### config.mk
export PLATFORM = sky130hd
export DESIGN_NAME = load_store_unit
export DESIGN_NICKNAME = d
export VERILOG_FILES = /design/src/rtl/load_store_unit.sv
export SDC_FILE = /design/constraint.sdc
export NUM_CORES = 1
export LEC_CHECK = 0
export CAP_MARGIN = 20
export CORE_MARGIN = 2
export CORE_UTILIZATION = 34
export CTS_BUF_LIST = sky130_fd_sc_hd__clkbuf_8
export CTS_CLUSTER_SIZE = 40
export DETAILED_ROUTE_END_ITERATION = 16
export GPL_TIMING_DRIVEN = 0
export PLACE_DENSITY = 0.7
export SLEW_MARGIN = 20
export SYNTH_ARGS = -nofsm -noshare
export SYNTH_HDL_FRONTEND = slang
export SYNTH_SLANG_ARGS = --single-unit
### constraint.sdc
create_clock -name clk -period 5.5 [get_ports clk]
set_input_delay 1.375 -clock clk [delete_from_list [all_inputs] [get_ports clk]]
set_output_delay 1.375 -clock clk [all_outputs]
set_load 0.03 [all_outputs]
### src/rtl/load_store_unit.sv
// Load/store initiator for the data-memory port: one request at a time, address
// range check, single-cycle memory access and a held response until accepted.
module load_store_unit #(
  parameter int unsigned ADDR_W = 6,
  parameter int unsigned DATA_W = 64,
  parameter int unsigned OFF_W  = 16
) (
  input  logic              clk,
  input  logic              rst,
  input  logic              req_valid,
  output logic              req_ready,
  input  logic              req_store,
  input  logic [DATA_W-1:0] req_base,
  input  logic [OFF_W-1:0]  req_offset,
  input  logic [DATA_W-1:0] req_wdata,
  output logic              rsp_valid,
  input  logic              rsp_ready,
  output logic [DATA_W-1:0] rsp_data,
  output logic              rsp_err,
  output logic [ADDR_W-1:0] d_mem_addr,
  output logic              d_mem_we,
  output logic [DATA_W-1:0] d_mem_data_in,
  input  logic [DATA_W-1:0] d_mem_data_out
);

  typedef enum logic [1:0] {StIdle, StAccess, StResp} state_e;

  state_e              r_state, w_state_n;
  logic                r_store, w_store_n;
  logic [ADDR_W-1:0]   r_addr, w_addr_n;
  logic [DATA_W-1:0]   r_wdata, w_wdata_n;
  logic [DATA_W-1:0]   r_rsp_data, w_rsp_data_n;
  logic                r_rsp_err, w_rsp_err_n;

  logic [DATA_W-1:0]   w_ea;
  logic                w_in_range;

  assign w_ea       = req_base + {{(DATA_W-OFF_W){req_offset[OFF_W-1]}}, req_offset};
  assign w_in_range = ~|w_ea[DATA_W-1:ADDR_W];

  always_comb begin
    w_state_n    = r_state;
    w_store_n    = r_store;
    w_addr_n     = r_addr;
    w_wdata_n    = r_wdata;
    w_rsp_data_n = r_rsp_data;
    w_rsp_err_n  = r_rsp_err;
    unique case (r_state)
      StIdle: begin
        if (req_valid) begin
          w_store_n = req_store;
          w_addr_n  = w_ea[ADDR_W-1:0];
          w_wdata_n = req_wdata;
          if (w_in_range) begin
            w_state_n = StAccess;
          end else begin
            // Out of range: skip the memory entirely and report straight away.
            w_state_n    = StResp;
            w_rsp_err_n  = 1'b1;
            w_rsp_data_n = '0;
          end
        end
      end
      StAccess: begin
        w_state_n    = StResp;
        w_rsp_err_n  = 1'b0;
        w_rsp_data_n = r_store ? '0 : d_mem_data_out;
      end
      StResp: begin
        if (rsp_ready) w_state_n = StIdle;
      end
      default: w_state_n = StIdle;
    endcase
  end

  always_ff @(posedge clk or posedge rst) begin
    if (rst) begin
      r_state    <= StIdle;
      r_store    <= 1'b0;
      r_addr     <= '0;
      r_wdata    <= '0;
      r_rsp_data <= '0;
      r_rsp_err  <= 1'b0;
    end else begin
      r_state    <= w_state_n;
      r_store    <= w_store_n;
      r_addr     <= w_addr_n;
      r_wdata    <= w_wdata_n;
      r_rsp_data <= w_rsp_data_n;
      r_rsp_err  <= w_rsp_err_n;
    end
  end

  // Write enable is pure state decode so an asynchronous reset kills it at once.
  assign req_ready     = (r_state == StIdle);
  assign rsp_valid     = (r_state == StResp);
  assign d_mem_we      = (r_state == StAccess) && r_store;
  assign d_mem_addr    = r_addr;
  assign d_mem_data_in = r_wdata;
  assign rsp_data      = r_rsp_data;
  assign rsp_err       = r_rsp_err;

endmodule

## Yosys cells after proc, flatten, opt, wreduce, memory -nomap -nowiden

Cells that the tools add are included.

| cells by class | value |
|---|---|
| $add $sub $neg | 1 |
| multiply operators | 0 |
| div/mod/pow operators | 0 |
| $lt $le $gt $ge | 0 |
| equal/unequal tests | 5 |
| shift operators | 0 |
| mux-type cells | 11 |
| bitwise logic cells | 0 |
| reduce and logical (&&, ||, !) cells | 7 |

Operators by type and width:

| operator | count |
|---|---|
| $mux 64 | 3 |
| $pmux 64 s2 | 1 |
| $add 64x64->64 | 1 |
| $reduce_or 58->1 | 1 |
| $mux 2 | 3 |
| $pmux 2 s3 | 1 |
| $ne 2x1->1 const B | 2 |
| $reduce_and 2->1 | 2 |
| $reduce_and 3->1 | 1 |
| $eq 2x1->1 const B | 1 |
| $eq 2x2->1 const B | 1 |
| $logic_not 2->1 | 1 |
| $mux 1 | 2 |
| $ne 2x2->1 const B | 1 |
| $pmux 1 s2 | 1 |
| $reduce_bool 2->1 | 1 |
| $logic_and 1x1->1 | 1 |

| word-level totals | value |
|---|---|
| bits in registers | 138 |
| latch bits | 0 |
| bits in writable memories | 0 |
| memory bits (read-only) | 0 |
| input port bits | 213 |
| memories | 0 |

## Depth between registers and ports, before layout

| logic depth | value |
|---|---|
| depth in word-level cells | 5 |
| gate-level depth with buffers | 16 |

## Worst setup path before layout

No wires, ideal clock.

| timing | value |
|---|---|
| path type | in2reg |
| start point | in req_base[15] |
| end point | reg r_rsp_data[0] (netlist: rsp_data[0]) |
| setup time | 68 ps |
| arrival time | 4,594 ps |
| slack | 839 ps |
| stages on the path | 15 |
| buffers on the path | 3 |
| path through | ha_1 > buf_2 > and4_4 > and2_4 > a221oi_4 > a21oi_1 > o31a_1 > or3_1 > a2111o_1 > nor4_1 > nand4_1 > o31ai_2 > buf_6 > buf_6 > a32o_1 |

| on the way | value |
|---|---|
| longest elaborated chain between the ends | 4 |

Ends and longest elaborated chain:

| item | line | source |
|---|---|---|
| from (decl) | 13 | `input logic [DATA_W-1:0] req_base,` |
| $add 64x64->64 | 38 | `assign w_ea = req_base + {{(DATA_W-OFF_W){req_offset[OFF_W-1]}}, req_offset};` |
| $reduce_or 58->1 | 39 | `assign w_in_range = ~\|w_ea[DATA_W-1:ADDR_W];` |
| $ne 2x1->1 (no source line) | n/a |  |
| $reduce_and 3->1 (no source line) | n/a |  |
| to (signal assigned) | 89 | `r_rsp_data <= w_rsp_data_n;` |
| to (decl) | 32 | `logic [DATA_W-1:0] r_rsp_data, w_rsp_data_n;` |

Every way passes these cells.
A chain may end at the register's enable or synchronous reset.

## Worst setup path after layout

| timing | value |
|---|---|
| start point | in req_base[39] |
| end point | reg r_rsp_data[50] (netlist: rsp_data[50]) |

The elaborated chain is that of the path after synthesis.

==> metrics.cfg <==
[pwr]
pwr-share-comb_pct=43.5
power_frac_seq_pct=34.1
leakage_nw=6.12
ir_drop_mv=0.149
p_int_mw=2.05
p_clk_share_pct=22.3
p_total_mw=3.46
p_per_area_nw_per_um2=239
switching_share_pct=40.9
power_switching_mw=1.42

[clock_network]
cts_tree=built
cts_num_sinks=138
clockRootBuffer=clkbuf_8
clock_path_buffers=2
htreeDepth=4
path_clk_slew_ns=0.07
cts_hold_buffers=0
numCtsBuffers=17
clock_latency_ns=0.46

[layout]
nNetsFinal=1878
final_cells=2002
multi_input_area_sq_um=6210
fillers=2827
design_area_sq_um=14500
drive_above_1_share_pct=4.71
area.growth.synth_to_final_pct=45.2
layout.area.seq_sq_um=3450

[drt]
detail-route-antenna-nets=0
first_pass_iters=5
drc_errors=0
viasPerCell=5.55
wl_per_cell_um=21.1
drtIter0Drc=808
totalWireLength_um=42300
dr_total_vias=11100

[timing]
clock.fmax_ghz=0.186
slew_headroom_pct=52.2
period_share_pct=98.0
hold_slack_ns=0.477
worst_slew_pin_slew_ns=0.709
setup_viol=0
hold_viol=0
drv_slew=0
fin_skew_ns=0.0181
fin_crit_ns=5.39
tns_ns=0

[min_path]
holdPathStages=2
min_from=d_mem_data_in[59]
hold_path.class=reg2reg
min_to=d_mem_data_in[59]

[synthesis]
synth_common_cells=nand2_1, dfrtp_1, a21oi_1
ys_ff_latch=138
syn_avg_cell_area_sq_um=8.09
syn-cell-area_sq_um=9990
syn-instance-count=1235
yosysMostFrequentCell=nand2_1
synth_flop_cell=dfrtp_1
syn_nets=1512
async_flop_share_pct=100
synth-edff-count=0
ys_seq_area_share_pct=34.6
yosys.area.top_type=dfrtp_1
synthTopCellsByArea=dfrtp_1, nand2_1, ha_1
synth_top_area_share_pct=34.6
yosysWarnings=0
synth.distinct_cells=74

[global_routing]
grt_use_total_pct=26.5
grt_pass1_vias=10600
gr-usage-met2_pct=47.2
use_met3_pct=5.11
use_met1_pct=31.4
grt_max_degree=103
antenna_found_initial=6
grt-ovfl-total=0
busiest_layer=met2
grt_pass1_wl_um=62600

[worst_setup_path]
arrival_ns=5.77
slowest_delay_ns=0.60
path_class=in2reg
worst_r2r_endpoint=d_mem_data_in[14]
worstPathRequired_ns=5.88
slowest_stage=or4_1
rrSetupSlack_ns=3.04
r2r_cells=8
path_max_fanout=10
critPathTopFamily=simple AND/OR/NAND/NOR gates
start_kind=primary input
cp-end-kind=register
r2r-start=r_state[1]
critPathBufInv=4
path_cells=clkdlybuf4s50_1 > ha_1 > clkbuf_1 > nand4_1 > or4_1 > o211a_1 > a221o_1 > nor4_2 > o2111ai_1 > nor3_1 > nand4_1 > o31ai_4 > buf_6 > buf_6 > a32o_1

[place]
dp_hpwl_um=35000
gp_congestion=0.932
dp_cells=1971
portBuffers=350
dpl-instance-area_sq_um=14000

[floorplanning]
start_util_pct=34.6
rows=62
fp.dieH_um=175
dieArea_sq_um=30800
core_area_sq_um=28900
io_pins=351
die_x_um=175

[status]
status=finished clean

[flow_run]
drv_cap=0

==> flip-flops by register name, indices dropped and copies added, names as in the netlist <==
| name | cells |
|---|---|
| d_mem_data_in | 64 |
| rsp_data | 64 |
| d_mem_addr | 6 |
| r_state | 2 |
| r_store | 1 |
| rsp_err | 1 |
==> per-stage QoR <==
step | utilization (%) | setup slack [ns]
floorplan | - | 0.429
global placement | 48.4 | -2.09
detailed placement | 48.6 | -0.676
CTS | 50.0 | 0.0695
global route | 50.3 | -0.0258
finish | 50.3 | 0.112
==> per-layer routing <==
metal,routed length [um],up-vias
li1,-,5299
met1,16700,5335
met2,21500,417
met3,2790,62
met4,1260,4
met5,27,-
==> final cells by class <==
cell class / instances / share of cell area (%)
well taps: 384 / 3.31
clock buffers: 17 / 1.61
repair buffers: 354 / 24.6
plain buffers: 69 / 2.18
multi-input cells: 997 / 42.8
clock inverters: 15 / 0.888
diodes: 4 / 0.0690
flip-flops and latches: 138 / 23.8
inverters: 24 / 0.673
==> power by group through the flow <==
| stage | clock (mW) | sequential (mW) | combinational, mW |
|---|---|---|---|
| after floorplan | 0 | 1.42 | 0.612 |
| after global placement | 0 | 1.20 | 1.46 |
| after detailed placement | 0 | 1.20 | 1.48 |
| after CTS | 0.787 | 1.18 | 1.49 |
| after global routing | 0.831 | 1.20 | 1.62 |
| final | 0.774 | 1.18 | 1.51 |
==> cell usage in the layout, fill, tap and decap left out, types with 18 or more instances in the layout <==
cell type,count
clkdlybuf4s50_1,349
nand2_1,304
dfrtp_1,138
a21oi_1,110
nor2_1,72
a32o_1,64
ha_1,63
o21ai_0,60
clkbuf_1,50
nand4_1,33
inv_1,23
a21o_1,20
xor2_1,19
nand3_1,18
==> kinds of logic (layout without fill, tap and decap cells) <==
| family | after synthesis | after routing | synth area share (%) |
|---|---|---|---|
| XOR/XNOR | 35 | 35 | 3.07 |
| AO/OA/AOI/OAI | 388 | 388 | 27.0 |
| multiplexers | 7 | 7 | 0.701 |
| AND/OR/NAND/NOR | 503 | 503 | 22.3 |
| buffers and inverters | 100 | 479 | 4.28 |
| other | 0 | 4 | 0 |
| flip-flops | 138 | 138 | 34.6 |
| adder cells (fa/ha/maj) | 64 | 64 | 8.09 |
==> worst max path at each step <==
stage                                to  slack, ns            from  cells past startpoint
after global placement     rsp_data[45]      -2.09  req_offset[15]                     15
final                      rsp_data[50]       0.11    req_base[39]                     15
after detailed placement    rsp_data[8]      -0.68  req_offset[15]                     17
after floorplan           d_mem_addr[0]       0.43             rst                      1
after global routing       rsp_data[51]      -0.03   req_offset[0]                     18
after CTS                  rsp_data[50]       0.07  req_offset[15]                     17
==> what timing repair did <==
item,4_1_cts,5_1_grt
gates resized for setup,5,30
setup buffers,0,2
setup endpoints to repair,65,65
pin swaps,0,4
==> worst reg2reg max path: stages, from the launching register on <==
cell and delay, ns:
dfrtp_1 0.38, nand2b_1 0.11, clkbuf_1 0.30, and2_1 0.19, clkbuf_1 0.25, clkbuf_1 0.57, buf_1 0.43, nand2_1 0.12
nand2_1 0.07
Note: power is estimated with default switching activity, not from simulation.
